==> config.mk <==
export PLATFORM = sky130hd
export DESIGN_NAME = regfile_wb_arbiter_flat
export DESIGN_NICKNAME = d
export VERILOG_FILES = /design/src/rtl/regfile_pkg.sv /design/src/rtl/regfile_wb_arbiter_if.sv /design/src/rtl/regfile_wb_arbiter_rr.sv /design/src/rtl/regfile_wb_arbiter.sv /design/src/flat_wrapper.sv
export SDC_FILE = /design/constraint.sdc
export NUM_CORES = 1
export LEC_CHECK = 0
export CORE_UTILIZATION = 28
export CTS_CLUSTER_SIZE = 14
export DETAILED_ROUTE_END_ITERATION = 8
export GPL_TIMING_DRIVEN = 1
export SETUP_SLACK_MARGIN = 0.1
export SLEW_MARGIN = 0
export SYNTH_ARGS = -nofsm -noshare
export SYNTH_HDL_FRONTEND = slang
export SYNTH_SLANG_ARGS = --single-unit
==> constraint.sdc <==
create_clock -name clk -period 2.7 [get_ports clk]
set_input_delay 0.675 -clock clk [delete_from_list [all_inputs] [get_ports clk]]
set_output_delay 0.675 -clock clk [all_outputs]
set_load 0.02 [all_outputs]
==> src/rtl/regfile_pkg.sv <==
// Shared constants for the register-file writeback path.
// Optional build macro used by this slice: REGFILE_WB_FWD_EN (writeback forward compare).
package regfile_pkg;

  localparam int DEF_NREQ           = 3;
  localparam int DEF_REGISTER_WIDTH = 32;
  localparam int DEF_IDX_W          = 5;

  // x0 is hardwired to zero; writes to it are accepted and dropped
  localparam int REG_ZERO = 0;

  // Requester slots on the writeback arbiter
  localparam int WB_ALU = 0;
  localparam int WB_LSU = 1;
  localparam int WB_CSR = 2;

endpackage

==> src/rtl/regfile_wb_arbiter_if.sv <==
// Writeback bus between the requesters, the arbiter and register_file.
// REGFILE_WB_FWD_EN adds the read-index compare signals.
interface regfile_wb_arbiter_if
  import regfile_pkg::*;
#(
  parameter int NREQ           = DEF_NREQ,
  parameter int REGISTER_WIDTH = DEF_REGISTER_WIDTH,
  parameter int IDX_W          = DEF_IDX_W
);

  logic [NREQ-1:0]                req_valid;
  logic [NREQ-1:0]                req_ready;
  logic [NREQ*IDX_W-1:0]          req_rd_idx;
  logic [NREQ*REGISTER_WIDTH-1:0] req_data;
  logic [IDX_W-1:0]               rf_rd_idx;
  logic [REGISTER_WIDTH-1:0]      rf_data_in;
  logic                           rf_write_en;
`ifdef REGFILE_WB_FWD_EN
  logic [IDX_W-1:0]               rs1_idx;
  logic [IDX_W-1:0]               rs2_idx;
  logic                           rs1_hit;
  logic                           rs2_hit;
`endif

  // Requesters / register_file / issue side
  modport master (
    output req_valid, req_rd_idx, req_data,
    input  req_ready, rf_rd_idx, rf_data_in, rf_write_en
`ifdef REGFILE_WB_FWD_EN
    , output rs1_idx, rs2_idx
    , input  rs1_hit, rs2_hit
`endif
  );

  // Arbiter side
  modport slave (
    input  req_valid, req_rd_idx, req_data,
    output req_ready, rf_rd_idx, rf_data_in, rf_write_en
`ifdef REGFILE_WB_FWD_EN
    , input  rs1_idx, rs2_idx
    , output rs1_hit, rs2_hit
`endif
  );

endinterface

==> src/rtl/regfile_wb_arbiter_rr.sv <==
// Combinational round-robin arbiter: first requester at or after ptr wins.
module rr_arbiter #(
  parameter int N  = 3,
  parameter int PW = (N > 1) ? $clog2(N) : 1
) (
  input  logic [N-1:0]  req,
  input  logic [PW-1:0] ptr,
  output logic [N-1:0]  gnt,
  output logic [PW-1:0] gnt_idx
);

  // Scan ptr, ptr+1, ... modulo N and grant the first active request
  always_comb begin : scan
    int   j;
    logic found;
    gnt     = '0;
    gnt_idx = '0;
    found   = 1'b0;
    j       = 0;
    for (int k = 0; k < N; k++) begin
      j = int'(ptr) + k;
      if (j >= N) j = j - N;
      if (!found && req[j]) begin
        found   = 1'b1;
        gnt[j]  = 1'b1;
        gnt_idx = PW'(j);
      end
    end
  end

endmodule

==> src/rtl/regfile_wb_arbiter.sv <==
// Round-robin share of the register file's single write port among NREQ
// writeback requesters, with one registered output stage.
// REGFILE_WB_FWD_EN: adds rs1/rs2 hit compare against the staged write.
module regfile_wb_arbiter
  import regfile_pkg::*;
#(
  parameter int NREQ           = DEF_NREQ,
  parameter int REGISTER_WIDTH = DEF_REGISTER_WIDTH,
  parameter int IDX_W          = DEF_IDX_W
) (
  input  logic                 clk,
  input  logic                 rst_n,
  input  logic                 ce,
  regfile_wb_arbiter_if.slave  bus
);

  localparam int PW = (NREQ > 1) ? $clog2(NREQ) : 1;

  logic [PW-1:0]             rr_ptr;
  logic [PW-1:0]             ptr_nxt;
  logic [PW-1:0]             gnt_idx;
  logic [NREQ-1:0]           req_ce;
  logic [NREQ-1:0]           gnt;
  logic                      xfer;
  logic [IDX_W-1:0]          sel_idx;
  logic [REGISTER_WIDTH-1:0] sel_data;

  // With ce low nobody is granted, so nothing can transfer
  assign req_ce = ce ? bus.req_valid : '0;

  rr_arbiter #(.N(NREQ), .PW(PW)) u_arb (
    .req     (req_ce),
    .ptr     (rr_ptr),
    .gnt     (gnt),
    .gnt_idx (gnt_idx)
  );

  assign bus.req_ready = gnt;
  assign xfer          = |gnt;
  assign sel_idx       = bus.req_rd_idx[int'(gnt_idx)*IDX_W +: IDX_W];
  assign sel_data      = bus.req_data[int'(gnt_idx)*REGISTER_WIDTH +: REGISTER_WIDTH];
  assign ptr_nxt       = (gnt_idx == PW'(NREQ-1)) ? '0 : gnt_idx + 1'b1;

  // Output stage: capture the winner; x0 targets are accepted but never enabled
  always_ff @(posedge clk or negedge rst_n) begin
    if (!rst_n) begin
      rr_ptr          <= '0;
      bus.rf_write_en <= 1'b0;
      bus.rf_rd_idx   <= '0;
      bus.rf_data_in  <= '0;
    end else if (ce) begin
      if (xfer) begin
        rr_ptr          <= ptr_nxt;
        bus.rf_rd_idx   <= sel_idx;
        bus.rf_data_in  <= sel_data;
        bus.rf_write_en <= (sel_idx != IDX_W'(REG_ZERO));
      end else begin
        bus.rf_write_en <= 1'b0;
      end
    end
  end

`ifdef REGFILE_WB_FWD_EN
  // A read issued against the staged index must take rf_data_in instead
  assign bus.rs1_hit = bus.rf_write_en & (bus.rs1_idx == bus.rf_rd_idx);
  assign bus.rs2_hit = bus.rf_write_en & (bus.rs2_idx == bus.rf_rd_idx);
`endif

endmodule

==> src/flat_wrapper.sv <==
// flat-port wrapper written by rule: the top's interface ports become plain ports
module regfile_wb_arbiter_flat import regfile_pkg::*;
#(
  parameter int NREQ           = DEF_NREQ,
  parameter int REGISTER_WIDTH = DEF_REGISTER_WIDTH,
  parameter int IDX_W          = DEF_IDX_W
)
  (clk, rst_n, ce, bus_req_valid, bus_req_rd_idx, bus_req_data, bus_req_ready, bus_rf_rd_idx, bus_rf_data_in, bus_rf_write_en);
  regfile_wb_arbiter_if #(.NREQ(NREQ), .REGISTER_WIDTH(REGISTER_WIDTH), .IDX_W(IDX_W)) bus_i ();
  input  logic clk;
  input  logic rst_n;
  input  logic ce;
  input wire logic [$bits(bus_i.req_valid)-1:0] bus_req_valid;
  input wire logic [$bits(bus_i.req_rd_idx)-1:0] bus_req_rd_idx;
  input wire logic [$bits(bus_i.req_data)-1:0] bus_req_data;
  output wire logic [$bits(bus_i.req_ready)-1:0] bus_req_ready;
  output wire logic [$bits(bus_i.rf_rd_idx)-1:0] bus_rf_rd_idx;
  output wire logic [$bits(bus_i.rf_data_in)-1:0] bus_rf_data_in;
  output wire logic [$bits(bus_i.rf_write_en)-1:0] bus_rf_write_en;
  assign bus_i.req_valid = bus_req_valid;
  assign bus_i.req_rd_idx = bus_req_rd_idx;
  assign bus_i.req_data = bus_req_data;
  assign bus_req_ready = bus_i.req_ready;
  assign bus_rf_rd_idx = bus_i.rf_rd_idx;
  assign bus_rf_data_in = bus_i.rf_data_in;
  assign bus_rf_write_en = bus_i.rf_write_en;
  regfile_wb_arbiter #(.NREQ(NREQ), .REGISTER_WIDTH(REGISTER_WIDTH), .IDX_W(IDX_W)) u_core (.clk(clk), .rst_n(rst_n), .ce(ce), .bus(bus_i));
endmodule
==> impl_metrics.ini <==
[route]
dr.pass1.iters = 6
wl_per_cell_um = 14.7
drt-met1-wl_um = 3650
drc = 15
viasPerCell = 4.71
num_vias = 2839
top_layer = met4
met3_length_um = 646
drtIter0Drc = 72
wl_um = 8870
ant_nets = 0
met2WireLength_um = 4410

[synthesis]
synth_area_um2 = 2610
syn_avg_cell_area_um2 = 8.78
ys.flop_type = dfrtp_1
synth_top_area_share_pct = 38.4
synth.distinct_cells = 40
synthTopCellsByCount = 40 x a21oi_1, 40 x dfrtp_1, 38 x nor2_1, 37 x mux2i_1, 37 x nand2_1
synthArstFlopShare_pct = 100
synth_cells = 297
synth_top_cells_by_area = dfrtp_1 38%, mux2i_1 14%, a21oi_1 7.7%, o21ai_1 6.5%, nor2_1 5.5%
yosysTopAreaCell = dfrtp_1
synth-seq-cells = 40
seq_area_frac_synth_pct = 38.4
synth-edff-count = 0
synth.net_count = 418
ys_warn_count = 0

[critical_path]
r2r-start = u_core.rr_ptr[1]
crit_top_cell = buf_6
path_buf_inv = 2
crit_arrival_ps = 2010
max_stage_delay_ps = 430
crit_path_top_delay_cell = dfrtp_2
worst_setup_path_end_kind = output pin
r2r_slack_ps = 180
cp.required_ps = 2030
path_class = flop to output pin
worstSetupStartpointType = flop
worst_r2r_path_depth = 10
cp_top_family = compound AO/OA/AOI/OAI gates
r2r-end = u_core.bus.rf_rd_idx[0]
cp_cell_sequence = buf_6 > ha_4 > nand2b_4 > a211oi_4 > o221ai_2 > a31oi_4 > buf_6
path_max_fanout = 4

[clocking]
cts_hold_buf = 0
clkTransAtPathRegs_ps = 90
cts.path.max_buffers = 2
cts_tree = yes
cts-root-buf = clkbuf_8
cts_buffers = 5
cts_max_level = 2
clock-sinks = 40
clk_latency_ps = 300

[placement]
finalWeightedCongestion = 0.823
portBuffers = 157
place_ws_ps = -662
placed_area_um2 = 4560
dp_hpwl_um = 6730

[status]
violations = design-rule violations
outcome = finished with violations

[power]
power.density_nw_per_um2 = 1140
p_leak_nw = 2.02
ir_worst_vdd_mv = 0.625

[timing]
fin_crit_sh_pct = 99.3
finClkSkew_ps = 7.09
worst_pin_slew_ps = 523
final_max_slew_viol_count = 0
clock.fmax_mhz = 373
max-slew-margin-rel_pct = 65.1
setup_viol = 0
setup_slack_ps = 17.6
hold_viol = 0
min_period_ps = 2680
rsz0062_at_grt = true

[job]
maxCapViolCount = 0

[finish]
nets = 615
layout-drive-gt1-share_pct = 21.6
nFillCells = 814
synthToLayoutAreaGrowth_pct = 90.9
final_area_um2 = 4970
antenna_cells = 0

[die]
core_um2 = 8850
boundaryPins = 158
initial_core_util_pct = 29.5
die_h_um = 98.5
dieArea_um2 = 9700
core.rowCount = 34
die_w_um = 98.5

[grt]
antenna_found_initial = 0
grtUsageTotal_pct = 17.8
grt_overflow = 0
grt_pass1_wl_um = 13800
grt_start_max_net_pins = 49
grt_pass1_vias = 2840

[hold_path]
hold_class = input pin to async pin
through the flow:
stage / utilization [%] / power, W / TNS, ps / std cells / hold slack [ps]
after floorplan: - / 0.00321 / 0 / 297 / 379
after global placement: 51.5 / 0.00467 / -15240 / 585 / 467
after detailed placement: 51.5 / 0.00470 / -14710 / 585 / 475
after CTS: 54.0 / 0.00533 / 0 / 598 / 440
after global routing: 56.2 / 0.00609 / -75.9 / 603 / 477
final: 56.2 / 0.00565 / 0 / 603 / 421
cell type report:
type / instances / area [µm²] / share of cell area (%)
Timing Repair Buffer: 211 / 2100 / 42.2
Inverter: 4 / 15.0 / 0.302
Clock inverter: 3 / 18.8 / 0.377
Sequential cell: 40 / 1000 / 20.2
Clock buffer: 5 / 68.8 / 1.38
Multi-Input combinational cell: 232 / 1640 / 32.9
Tap cell: 108 / 135 / 2.72
timing repair:
item                                   4_1_cts  5_1_grt
setup endpoints to repair                   41       41
gates resized for setup                     44       34
cloned                                       0        1
pin swaps                                    5       18
endpoints found under the hold margin        0        0
setup buffers                                5        4
layout by cell type, fill, tap and decap left out, types with 3 or more instances in the layout:
| cell | synthesis | routed |
|---|---|---|
| a21oi_1 | 40 | 37 |
| a21oi_2 | 1 | 4 |
| buf_12 | 0 | 5 |
| buf_4 | 0 | 40 |
| buf_6 | 10 | 9 |
| clkbuf_8 | 0 | 5 |
| clkdlybuf4s50_1 | 0 | 149 |
| dfrtp_1 | 40 | 38 |
| ha_4 | 0 | 3 |
| inv_2 | 0 | 3 |
| mux2_2 | 5 | 4 |
| mux2i_1 | 37 | 34 |
| nand2_1 | 37 | 37 |
| nand2b_4 | 1 | 3 |
| nand3_1 | 3 | 3 |
| nor2_1 | 38 | 37 |
| o21ai_1 | 34 | 34 |
worst max path at each step:
stage	from	end	slack (ps)	cells past startpoint
6_report	u_core.rr_ptr[1]	bus_req_ready[0]	20	7
5_1_grt	u_core.rr_ptr[1]	bus_req_ready[0]	-40	7
4_1_cts	u_core.rr_ptr[1]	bus_req_ready[0]	70	8
3_5_place_dp	bus_req_valid[1]	bus_req_ready[0]	-660	6
3_3_place_gp	bus_req_valid[1]	bus_req_ready[0]	-640	6
2_1_floorplan	u_core.rr_ptr[0]	u_core.rr_ptr[1]	210	11
routing by layer:
layer / track usage [%] / up-vias
li1: - / 1432
met1: 21.0 / 1288
met2: 31.4 / 104
met3: 4.96 / 15
met4: 5.63 / 0
met5: 0 / -
state kept, by name, indices dropped and copies added (netlist names):
name and flops:
u_core.bus.rf_data_in 32, u_core.bus.rf_rd_idx 5, u_core.rr_ptr 2, u_core.bus.rf_write_en 1
worst register-to-register path, cell delays in order, from the launching register on:
cell and delay, ps:
dfrtp_2 430, buf_6 120, ha_4 160, buf_6 120, mux2_4 300, nand2b_4 160
a41o_1 270, buf_4 160, nor3_4 190, buf_12 170, mux2_2 340
logic make-up after synthesis:
logic type      share of synthesized area (%)
simple gates                             15.5
compound gates                           20.2
mux                                      16.9
flops                                    38.4
buf+inv                                  7.10
fa+ha+maj                                1.92
where the power goes:
group          internal [W]  switching (W)  total [W]
logic               0.00215        0.00202    0.00416
clock network      0.000180       0.000222   0.000402
registers          0.000928       0.000160    0.00109
total               0.00325        0.00240    0.00565
Power figures use the tool's default switching activity.
